### src/rtl/alu_seq_driver_pkg.sv
// rtl/alu_seq_driver_pkg.sv - shared encodings for the ALU program sequencer
package alu_seq_driver_pkg;

  typedef enum logic [2:0] {
    FN_ADD_RIPPLE = 3'd0,
    FN_ADD        = 3'd1,
    FN_ORXOR      = 3'd2,
    FN_ANYSET     = 3'd3,
    FN_ALLSET     = 3'd4,
    FN_SHL        = 3'd5,
    FN_MUL        = 3'd6,
    FN_HALT       = 3'd7
  } alu_fn_e;

  typedef enum logic [2:0] {
    S_IDLE  = 3'd0,
    S_CLEAR = 3'd1,
    S_ISSUE = 3'd2,
    S_LOAD  = 3'd3,
    S_DONE  = 3'd4
  } seq_state_e;

  localparam int ENTRY_OP_W = 3;
  localparam int ENTRY_B_W  = 4;

endpackage

### src/rtl/seq_prog_mem.sv
// rtl/seq_prog_mem.sv - program register file, synchronous write, asynchronous read
module seq_prog_mem #(
  parameter int DEPTH = 8,
  parameter int W     = 7,
  parameter int AW    = $clog2(DEPTH)
) (
  input  logic          clk,
  input  logic          we,
  input  logic [AW-1:0] waddr,
  input  logic [W-1:0]  wdata,
  input  logic [AW-1:0] raddr,
  output logic [W-1:0]  rdata
);

  // No reset: program contents are meant to survive a sequencer reset.
  logic [W-1:0] mem [DEPTH];

  always_ff @(posedge clk) begin
    if (we) begin
      mem[waddr] <= wdata;
    end
  end

  assign rdata = mem[raddr];

endmodule

### src/rtl/alu_seq_driver.sv
// rtl/alu_seq_driver.sv - steps a stored (func, b) program through the lab ALU
module alu_seq_driver
  import alu_seq_driver_pkg::*;
#(
  parameter int PROG_DEPTH = 8,
  parameter int OP_W       = ENTRY_OP_W,
  parameter int B_W        = ENTRY_B_W,
  parameter int RES_W      = 8,
  parameter int AW         = $clog2(PROG_DEPTH)
) (
  input  logic             clk,
  input  logic             resetn,
  input  logic             start,
  input  logic             abort,
  input  logic             prog_we,
  input  logic [AW-1:0]    prog_addr,
  input  logic [OP_W+B_W-1:0] prog_data,
  input  logic [RES_W-1:0] alu_result,
  output logic [OP_W-1:0]  alu_func,
  output logic [B_W-1:0]   alu_b,
  output logic             alu_load,
  output logic             alu_clear,
  output logic             busy,
  output logic             done,
  output logic [AW-1:0]    step_idx,
  output logic [RES_W-1:0] last_result
);

  localparam int EW = OP_W + B_W;

  seq_state_e     state, state_nx;
  logic [EW-1:0]  entry;
  logic [OP_W-1:0] entry_func;
  logic [B_W-1:0] entry_b;
  logic           drive_entry;

  seq_prog_mem #(
    .DEPTH (PROG_DEPTH),
    .W     (EW),
    .AW    (AW)
  ) u_prog_mem (
    .clk   (clk),
    .we    (prog_we && (state == S_IDLE)),
    .waddr (prog_addr),
    .wdata (prog_data),
    .raddr (step_idx),
    .rdata (entry)
  );

  assign entry_func = entry[EW-1 -: OP_W];
  assign entry_b    = entry[B_W-1:0];

  always_ff @(posedge clk or negedge resetn) begin
    if (!resetn) begin
      state       <= S_IDLE;
      step_idx    <= '0;
      last_result <= '0;
    end else begin
      state <= state_nx;
      // ISSUE is entered only from CLEAR (first entry) or LOAD (next entry).
      if (state_nx == S_ISSUE) begin
        step_idx <= (state == S_CLEAR) ? '0 : step_idx + AW'(1);
      end
      if (state == S_LOAD) begin
        last_result <= alu_result;
      end
    end
  end

  always_comb begin
    state_nx = state;
    if (abort) begin
      state_nx = S_IDLE;
    end else begin
      case (state)
        S_IDLE:  if (start) state_nx = S_CLEAR;
        S_CLEAR: state_nx = S_ISSUE;
        S_ISSUE: state_nx = (entry_func == OP_W'(FN_HALT)) ? S_DONE : S_LOAD;
        S_LOAD:  state_nx = (step_idx == AW'(PROG_DEPTH - 1)) ? S_DONE : S_ISSUE;
        S_DONE:  state_nx = S_IDLE;
        default: state_nx = S_IDLE;
      endcase
    end
  end

  // Every output decodes the state register, so strobes never see start/abort combinationally.
  assign drive_entry = (state == S_ISSUE) || (state == S_LOAD);
  assign alu_func    = drive_entry ? entry_func : '0;
  assign alu_b       = drive_entry ? entry_b : '0;
  assign alu_load    = (state == S_LOAD);
  assign alu_clear   = (state == S_CLEAR);
  assign done        = (state == S_DONE);
  assign busy        = (state != S_IDLE);

endmodule

### config.mk
export PLATFORM = sky130hd
export DESIGN_NAME = alu_seq_driver
export DESIGN_NICKNAME = d
export VERILOG_FILES = /design/src/rtl/alu_seq_driver_pkg.sv /design/src/rtl/seq_prog_mem.sv /design/src/rtl/alu_seq_driver.sv
export SDC_FILE = /design/constraint.sdc
export NUM_CORES = 1
export LEC_CHECK = 0
export ABC_AREA = 0
export CORE_UTILIZATION = 40
export DETAILED_ROUTE_END_ITERATION = 10
export DONT_BUFFER_PORTS = 1
export GPL_TIMING_DRIVEN = 0
export PLACE_DENSITY = 0.59
export RECOVER_POWER = 100
export SYNTH_ARGS = -nofsm -noshare
export SYNTH_HDL_FRONTEND = slang
export SYNTH_SLANG_ARGS = --single-unit
### constraint.sdc
create_clock -name clk -period 2.6 [get_ports clk]
set_input_delay 0.26 -clock clk [delete_from_list [all_inputs] [get_ports clk]]
set_output_delay 0.26 -clock clk [all_outputs]
set_load 0.03 [all_outputs]
==> results.ini <==
[status]
run_status=complete, no violations

[hold_path]
hold_path_end=u_prog_mem.mem[1][6]
holdPathStages=0
hold_class=in -> reg
holdCritStartpoint=prog_data[6]

[clocking]
cts_setup_buffers=0
clockRootBuffer=clkbuf_8
insertion_delay_ns=0.33
cts_tree=built
cts_buffer_depth=2
ctsHtreeMaxLevel=3
clock-sinks=70
clk_pin_slew_ns=0.07
numCtsBuffers=9

[global_route]
grt_pass1_wl_um=7990
grt_max_degree=15
antenna_found_initial=0
grt-ovfl-total=0
grt_use_total=0.1556
grt_pass1_vias=1549

[floorplanning]
io_pins=45
fp.dieH_um=86.06
die_x_um=86.06
rows=30
core_area_um2=6794
dieArea_um2=7406
start_util=0.4160

[placed_design]
hpwlAfterDp_um=3552
place.gp.congestion=0.7766
portBuffers=0

[final_layout]
fin_nets=198
diodes=0
layout_common_cells=edfxtp_1, mux4_2, nor2_1
final.fill_count=569
layout-drive-gt1-share=0.2203
multi_input_area_um2=760.7
final_core_util=0.4768
mostFrequentLayoutCell=edfxtp_1
syn_to_final_growth_pct=14.61
seqCellArea_um2=2033

[pwr]
power.switching_mw=1.095
ir_drop_mv=0.4694
clkPwrFrac=0.269
swShare=0.3266
power_density_nw_per_um2=1035
pwr-share-seq=0.476
finalPower_mw=3.352
power_leakage_nw=1.105
combPwrFrac=0.255
p_int_mw=2.257

[sta]
rsz0062_at_grt=false
finalCritPeriodShare=0.9383
setup_viol_count_final=0
report.final.slew_viol_count=0
hold_viol_final=0
max_slew_margin=0.3607
max_freq_ghz=0.4099
min_period_ns=2.440
skew_ns=0.008427
max_slew.worst_pin.slew_ns=0.9568

[worst_setup_path]
crit_fanout=10
r2r-end=u_prog_mem.mem[2][0]
r2r_start=state[1]
setup.worst_path.end_class=primary output
reg2regPathDepth=4
ff2ff_setup_slack_ns=0.28
crit_arrival_ns=2.18
cp.required_ns=2.34
startpoint_type=flip-flop
worstSetupPathType=reg -> out

[synth]
ys_ff_latch=70
synth_nets=180
netlist_area_um2=2826
synthDistinctLibCells=24
synth_cells=155
ys_seq_area_frac=0.7189
avgSynthCellArea_um2=18.24
yosysWarnings=0

[route]
drt_wl_total_um=5243
drtAntennaViolNets=0
num_vias=1422
drt_iter0_markers=102
firstDrtPassIters=4
routedWlPerCell_um=19.21
viasPerCell=5.209
drc=0

[run]
maxCapViolations=0

==> synthesized netlist by cell type <==
| cell type | number | share of area |
|---|---|---|
| a21oi_1 | 2 | 0.0035 |
| buf_2 | 3 | 0.0053 |
| and2_1 | 1 | 0.0022 |
| inv_1 | 2 | 0.0027 |
| o211ai_1 | 1 | 0.0027 |
| nand3_1 | 2 | 0.0035 |
| mux4_2 | 14 | 0.11 |
| nand2b_1 | 3 | 0.0066 |
| a32o_1 | 1 | 0.0035 |
| mux2_2 | 3 | 0.012 |
| ha_1 | 2 | 0.0089 |
| edfxtp_1 | 56 | 0.59 |
| mux2_1 | 8 | 0.032 |
| dfrtp_1 | 14 | 0.12 |
| clkbuf_1 | 1 | 0.0013 |
| nor3_1 | 5 | 0.0089 |
| nor2b_1 | 4 | 0.0089 |
| o21ai_0 | 1 | 0.0018 |
| nand3b_1 | 1 | 0.0027 |
| buf_6 | 2 | 0.0080 |
| mux2i_1 | 7 | 0.025 |
| nor2_1 | 16 | 0.021 |
| nor3b_1 | 1 | 0.0027 |
| nand2_1 | 5 | 0.0066 |
==> state kept, by name, summed over array words and instances, names as in the netlist <==
name / count
state: 3
step_idx: 3
last_result: 8
u_prog_mem.mem: 56
==> how the worst max path moves through the flow <==
| stage | from | endpoint | slack, ns | cells past startpoint |
|---|---|---|---|---|
| 4_1_cts | state[1] | u_prog_mem.mem[1][4] | 0.02 | 4 |
| 3_5_place_dp | state[1] | u_prog_mem.mem[0][0] | -0.09 | 4 |
| 6_report | step_idx[1] | alu_b[0] | 0.16 | 5 |
| 5_1_grt | step_idx[1] | alu_b[0] | 0.02 | 5 |
| 2_1_floorplan | step_idx[0] | alu_b[1] | 0.59 | 5 |
| 3_3_place_gp | state[1] | u_prog_mem.mem[0][2] | 0.04 | 4 |
==> power by group through the flow <==
stage          sequential (mW)  combinational, mW  clock, mW
6_report                  1.59              0.856      0.902
5_1_grt                   1.61              0.935      0.978
4_1_cts                   1.60              0.851      0.927
3_5_place_dp              1.62              0.837          0
3_3_place_gp              1.61              0.804          0
2_1_floorplan             1.59              0.683          0
==> worst max-delay path, stage by stage, from the launching register on <==
cell	delay [ns]
dfrtp_1	0.56
buf_6	0.19
buf_2	0.31
mux4_2	0.26
mux2i_1	0.07
nor2_1	0.45
==> cell families (layout without fill, tap and decap cells) <==
group,count (synthesis),count (layout),share of synthesized area
adders and majority gates,2,2,0.008852
muxes,32,32,0.1802
AOI/OAI and AO/OA,5,5,0.01151
and+or+nand+nor,38,38,0.06331
buffers and inverters,8,30,0.01726
DFF,70,70,0.7189
==> what timing repair did <==
action	in CTS	in global routing
cloned	0	0
hold endpoints to repair	25	21
endpoints found under the setup margin	11	11
resized for setup	2	4
hold buffers	3	4
==> metrics by stage <==
step | TNS, ns | hold WS [ns] | worst slack (ns) | instance area [um^2] | cells
floorplan | 0 | -0.03559 | 0.5921 | 2826 | 155
global placement | 0 | -0.03526 | 0.03990 | 2947 | 251
detailed placement | -0.6571 | -0.03532 | -0.09444 | 2947 | 251
CTS | 0 | 0.001037 | 0.01965 | 3187 | 269
global route | 0 | 0.001207 | 0.01906 | 3239 | 273
finish | 0 | 0.01901 | 0.1604 | 3239 | 273
==> layout make-up <==
type,instances,share of cell area
clock buffer,11,0.04056
buffer,6,0.01352
inverter,2,0.002317
tap,96,0.03708
multi-input combinational,77,0.2348
clock inverter,4,0.02240
sequential,70,0.6277
timing repair buffer,7,0.02163
==> routing by layer <==
| metal | GRT usage | vias up | part of all wire |
|---|---|---|---|
| li1 | - | 639 | - |
| met3 | 0.05679 | 8 | 0.065 |
| met1 | 0.1714 | 728 | 0.41 |
| met4 | 0.08182 | 0 | 0.015 |
| met2 | 0.2633 | 47 | 0.51 |
| met5 | 0 | - | 0 |
Power figures use the tool's default switching activity.
